`src/rtl/conv_layer_sched.sv`:
```
// ---------------------------------------------------------------------------
// conv_layer_sched
//
// Sequencer for the layer-1 3x3 convolution datapath. It walks every
// (channel, row, column) output position in that order (column innermost),
// presents the window/kernel coordinates to the shared combinational MAC unit,
// and captures the MAC result into a ready/valid output register. Each result
// is tagged with its flat output address. Back-pressure from the feature-map
// writer freezes the walk, so the win_* coordinates stay stable while the
// consumer stalls.
//
// Ports:
//   clk       - clock
//   rst_n     - synchronous, active-low reset
//   start     - begin one full layer pass (only honoured in IDLE)
//   abort     - synchronous cancel of the current pass, any state
//   win_row   - top row of current input window (= output row)
//   win_col   - left column of current input window (= output column)
//   win_chan  - kernel/channel select for the weight mux
//   res_in    - signed MAC result for the current win_* coordinates
//   out_valid - out_data/out_addr hold a result
//   out_ready - consumer accepts the beat when out_valid && out_ready
//   out_data  - captured signed result (full 24 bits)
//   out_addr  - flat address chan*OUT_H*OUT_W + row*OUT_W + col
//   busy      - high in any state other than IDLE
//   done      - one-cycle pulse after the last beat is accepted
//
// Build option:
//   CONV_SCHED_RELU_EN - when defined, negative MAC results are clamped to
//                        zero as they are captured (fused ReLU, no latency).
// ---------------------------------------------------------------------------
module conv_layer_sched #(
    parameter int OUT_H  = 14,
    parameter int OUT_W  = 13,
    parameter int CHAN   = 10,
    parameter int ADDR_W = 11
) (
    input  logic              clk,
    input  logic              rst_n,
    input  logic              start,
    input  logic              abort,
    output logic [7:0]        win_row,
    output logic [7:0]        win_col,
    output logic [7:0]        win_chan,
    input  logic [23:0]       res_in,
    output logic              out_valid,
    input  logic              out_ready,
    output logic [23:0]       out_data,
    output logic [ADDR_W-1:0] out_addr,
    output logic              busy,
    output logic              done
);

    typedef enum logic [1:0] {
        ST_IDLE  = 2'd0,
        ST_RUN   = 2'd1,
        ST_DRAIN = 2'd2,
        ST_DONE  = 2'd3
    } state_t;

    localparam logic [ADDR_W-1:0] LAST_IDX = ADDR_W'(OUT_H * OUT_W * CHAN - 1);
    localparam logic [7:0]        COL_LAST = 8'(OUT_W - 1);
    localparam logic [7:0]        ROW_LAST = 8'(OUT_H - 1);

    // Value written into the output register at capture time.
    function automatic logic [23:0] out_stage(input logic [23:0] r);
`ifdef CONV_SCHED_RELU_EN
        if (r[23]) begin
            out_stage = 24'd0;
        end else begin
            out_stage = r;
        end
`else
        out_stage = r;
`endif
    endfunction

    state_t              state_q, state_d;
    logic [7:0]          row_q, row_d;
    logic [7:0]          col_q, col_d;
    logic [7:0]          chan_q, chan_d;
    logic [ADDR_W-1:0]   idx_q, idx_d;
    logic                out_valid_q, out_valid_d;
    logic [23:0]         out_data_q, out_data_d;
    logic [ADDR_W-1:0]   out_addr_q, out_addr_d;
    logic                busy_q, busy_d;
    logic                done_q, done_d;
    logic                cap_s;
    logic                hs_s;

    // Next-state and datapath register computation.
    always_comb begin
        state_d     = state_q;
        row_d       = row_q;
        col_d       = col_q;
        chan_d      = chan_q;
        idx_d       = idx_q;
        out_valid_d = out_valid_q;
        out_data_d  = out_data_q;
        out_addr_d  = out_addr_q;
        done_d      = 1'b0;

        // The output slot is free when empty or being drained this cycle.
        cap_s = !out_valid_q || out_ready;
        hs_s  = out_valid_q && out_ready;

        case (state_q)
            ST_IDLE: begin
                out_valid_d = 1'b0;
                row_d       = 8'd0;
                col_d       = 8'd0;
                chan_d      = 8'd0;
                idx_d       = '0;
                if (start) begin
                    state_d = ST_RUN;
                end else begin
                    state_d = ST_IDLE;
                end
            end

            ST_RUN: begin
                if (cap_s) begin
                    out_data_d  = out_stage(res_in);
                    out_addr_d  = idx_q;
                    out_valid_d = 1'b1;
                    if (idx_q == LAST_IDX) begin
                        // Last position captured: counters freeze on it.
                        state_d = ST_DRAIN;
                    end else begin
                        idx_d = idx_q + ADDR_W'(1);
                        if (col_q == COL_LAST) begin
                            col_d = 8'd0;
                            if (row_q == ROW_LAST) begin
                                row_d  = 8'd0;
                                chan_d = chan_q + 8'd1;
                            end else begin
                                row_d = row_q + 8'd1;
                            end
                        end else begin
                            col_d = col_q + 8'd1;
                        end
                    end
                end else begin
                    // Stalled: everything holds so win_* stay stable.
                    out_valid_d = out_valid_q;
                end
            end

            ST_DRAIN: begin
                if (hs_s) begin
                    out_valid_d = 1'b0;
                    done_d      = 1'b1;
                    state_d     = ST_DONE;
                end else begin
                    state_d = ST_DRAIN;
                end
            end

            ST_DONE: begin
                done_d  = 1'b0;
                state_d = ST_IDLE;
            end

            default: begin
                state_d     = ST_IDLE;
                out_valid_d = 1'b0;
            end
        endcase

        // Abort wins over start and over any same-cycle handshake/capture.
        if (abort) begin
            state_d     = ST_IDLE;
            out_valid_d = 1'b0;
            row_d       = 8'd0;
            col_d       = 8'd0;
            chan_d      = 8'd0;
            idx_d       = '0;
            done_d      = 1'b0;
        end else begin
            done_d = done_d;
        end

        busy_d = (state_d != ST_IDLE);
    end

    // State and output registers with synchronous active-low reset.
    always_ff @(posedge clk) begin
        if (!rst_n) begin
            state_q     <= ST_IDLE;
            row_q       <= 8'd0;
            col_q       <= 8'd0;
            chan_q      <= 8'd0;
            idx_q       <= '0;
            out_valid_q <= 1'b0;
            out_data_q  <= 24'd0;
            out_addr_q  <= '0;
            busy_q      <= 1'b0;
            done_q      <= 1'b0;
        end else begin
            state_q     <= state_d;
            row_q       <= row_d;
            col_q       <= col_d;
            chan_q      <= chan_d;
            idx_q       <= idx_d;
            out_valid_q <= out_valid_d;
            out_data_q  <= out_data_d;
            out_addr_q  <= out_addr_d;
            busy_q      <= busy_d;
            done_q      <= done_d;
        end
    end

    assign win_row   = row_q;
    assign win_col   = col_q;
    assign win_chan  = chan_q;
    assign out_valid = out_valid_q;
    assign out_data  = out_data_q;
    assign out_addr  = out_addr_q;
    assign busy      = busy_q;
    assign done      = done_q;

endmodule

```
`config.mk`:
```
export PLATFORM = sky130hd
export DESIGN_NAME = conv_layer_sched
export DESIGN_NICKNAME = d
export VERILOG_FILES = /design/src/rtl/conv_layer_sched.sv
export SDC_FILE = /design/constraint.sdc
export NUM_CORES = 1
export LEC_CHECK = 0
export CAP_MARGIN = 20
export CORE_UTILIZATION = 52
export CTS_BUF_LIST = sky130_fd_sc_hd__clkbuf_8 sky130_fd_sc_hd__clkbuf_16
export DETAILED_ROUTE_END_ITERATION = 16
export HOLD_SLACK_MARGIN = 0.12
export PLACE_DENSITY_LB_ADDON = 0.1
export SYNTH_ARGS = -nofsm -noshare
export SYNTH_HDL_FRONTEND = slang
export SYNTH_SLANG_ARGS = --single-unit
```
`constraint.sdc`:
```
create_clock -name clk -period 4.18 [get_ports clk]
set_clock_uncertainty 0.2 [all_clocks]
set_input_delay 0.418 -clock clk [delete_from_list [all_inputs] [get_ports clk]]
set_output_delay 0.418 -clock clk [all_outputs]
set_load 0.01 [all_outputs]
```
==> reports/results.tsv <==
metric	value	unit
status	completed	
clkTransAtPathRegs	0.08	ns
fillers	516	
synth_cells	399	
cap_violations	0	
yosys.area_share.adder	0.02203	
synth_top_family_by_area	simple AND/OR/NAND/NOR gates	
die_h	82.95	um
report.power.total	1.405	mW
ys_types	51	
worstPathRequired	4.22	ns
yosysTopAreaCell	dfxtp_1	
cts_tree	built	
post_cts_buffers	0	
avgRoutedWirePerCell	13.85	um
start_util	0.5366	
syn_avg_cell_area	8.539	sq um
critical_path_arrival	3.03	ns
final.setup.tns	0	ns
slew_headroom	0.4170	
grt_usage	0.2388	
fin_crit	2.986	ns
slew_violations	0	
firstDrtPassIters	4	
ir_drop	224.2	uV
drc	0	
synthesis.area	3407	sq um
power_density	309.0	nW/um^2
gp_congestion	0.8496	
die_area	6880	sq um
rsz0062_at_grt	false	
crit_type	reg -> reg	
numCtsBuffers	9	
drtIter0Drc	94	
startpoint_type	register	
synth_mux_area_frac	0.009181	
fin_nets	517	
ys_ff_latch	75	
synth_fp_nets	434	
endpoint_kind	register	
async_flop_share	0	
cts_max_path_buffers	2	
grt_overflow	0	
syn2layout_area_growth	33.46	%
synth.top_cell.area_share	0.4407	
ys.warnings.count	0	
viasPerCell	5.556	
path_max_fanout	37	
ys.flop_type	dfxtp_1	
fp-row-count	29	
synth_xor_area_frac	0.03599	
layout-drive-gt1-share	0.06379	
clkLatencyLatePin	0.34	ns
final_area	4547	sq um
h-tree-depth	3	
cts_resized	0	
cts.sinks	75	
multiInputGateArea	1779	sq um
synth_common_cells	nand2_1 (87), dfxtp_1 (75), a21boi_0 (35)	
vias	3128	
die_w	82.95	um
post-synth-top-count-cell	nand2_1	
grt_pass1_vias	2947	
hold_viol_final	0	
placed_area	4345	sq um
synth_compound_area_frac	0.2152	
cts_hold_buf	0	
antenna-diode-count	0	
seqCellArea	1501	sq um
max_freq	334.8	MHz
cts_root_buf	clkbuf_8	
worstMarginPinSlew	0.8733	ns
port_buffers	90	
yosysSeqAreaShare	0.4407	
synth_area_leaders	dfxtp_1 (44%), nand2_1 (9.6%), a21boi_0 (7.7%)	
finalWirelength	7800	um
finish.utilization	0.7161	
min_path_type	reg -> reg	
antenna_found_initial	0	
timing.hold.ws	0.2642	ns
io_pins	91	
fin_crit_sh	0.7145	
grt_max_degree	38	
antenna_left	0	
core_area	6350	sq um
setup_violations	0	
leakagePower	1.448	nW
grt_pass1_wl	13500	um
synth_edf_count	0	
hpwl	5387	um
yosys.area_share.simple	0.2380	
-- layer usage --
layer	vias to the layer above	track usage	wire length, um
met1	1474	0.3089	3718
li1	1569	-	-
met3	11	0.03877	274
met4	0	0.1050	121
met5	-	0	0
met2	74	0.3934	3686
-- through the flow --
stage / cells / worst slack [ns]
after CTS: 563 / 1.240
after detailed placement: 548 / 1.259
final: 563 / 1.194
after global routing: 563 / 0.9452
after floorplan: 399 / 1.967
after global placement: 548 / 1.432
-- critical path, stage by stage, from the launching register on --
cell and delay (ns):
dfxtp_1 0.90, and2b_1 0.28, o21ai_2 0.07, buf_4 0.25
nor4b_1 0.67, a41oi_1 0.22, a311oi_1 0.30
-- logic make-up (layout without fill, tap and decap cells) --
kind of cell,after synthesis,in the layout
AO/OA/AOI/OAI,98,98
XOR/XNOR,14,14
adder cells (fa/ha/maj),6,6
buffers and inverters,32,119
flip-flops,75,75
multiplexers,3,3
AND/OR/NAND/NOR,171,171
-- flip-flops by register name, indices dropped and copies added (netlist names) --
signal / cells
busy: 1
win_chan: 8
idx_q: 11
win_row: 8
state_q: 2
done: 1
out_addr: 11
out_data: 24
win_col: 8
out_valid: 1
-- layout make-up --
class                      instances  area share
clock buffer                      11     0.03330
clock inverter                     4     0.01101
inverter                          10    0.008255
multi-input combinational        292      0.3913
sequential                        75      0.3302
tap                               77     0.02119
timing repair buffer              94      0.2047
-- placed cells by master, fill, tap and decap left out, drive strengths merged, types with 4 or more instances in the layout --
cell type      count
nor2              30
a211oi            11
a21boi            35
nand3             12
or3                5
ha                 6
clkbuf            11
xnor2             14
a21oi             15
nor3               4
clkdlybuf4s50     90
dfxtp             75
nand2             87
inv               10
buf                4
or4                5
o21ai             10
nand4              8
o31ai              5
-- power breakdown --
group	switching (mW)	total [mW]	leakage (nW)	internal, mW
logic	0.0479	0.104	0.745	0.0559
clock network	0.264	0.568	0.0974	0.304
registers	0.00882	0.733	0.606	0.725
total	0.320	1.40	1.45	1.08
-- path summary, 6_finish.rpt --
path | from | endpoint | slack [ns] | depth (start not counted)
setup reg to reg | state_q[0] | win_row[7] | 1.19 | 6
setup / recovery | state_q[0] | win_row[7] | 1.19 | 6
hold / removal | out_addr[9] | out_addr[9] | 0.26 | 2
hold reg to reg | out_addr[9] | out_addr[9] | 0.26 | 2
(Power assumes the default switching activity.)
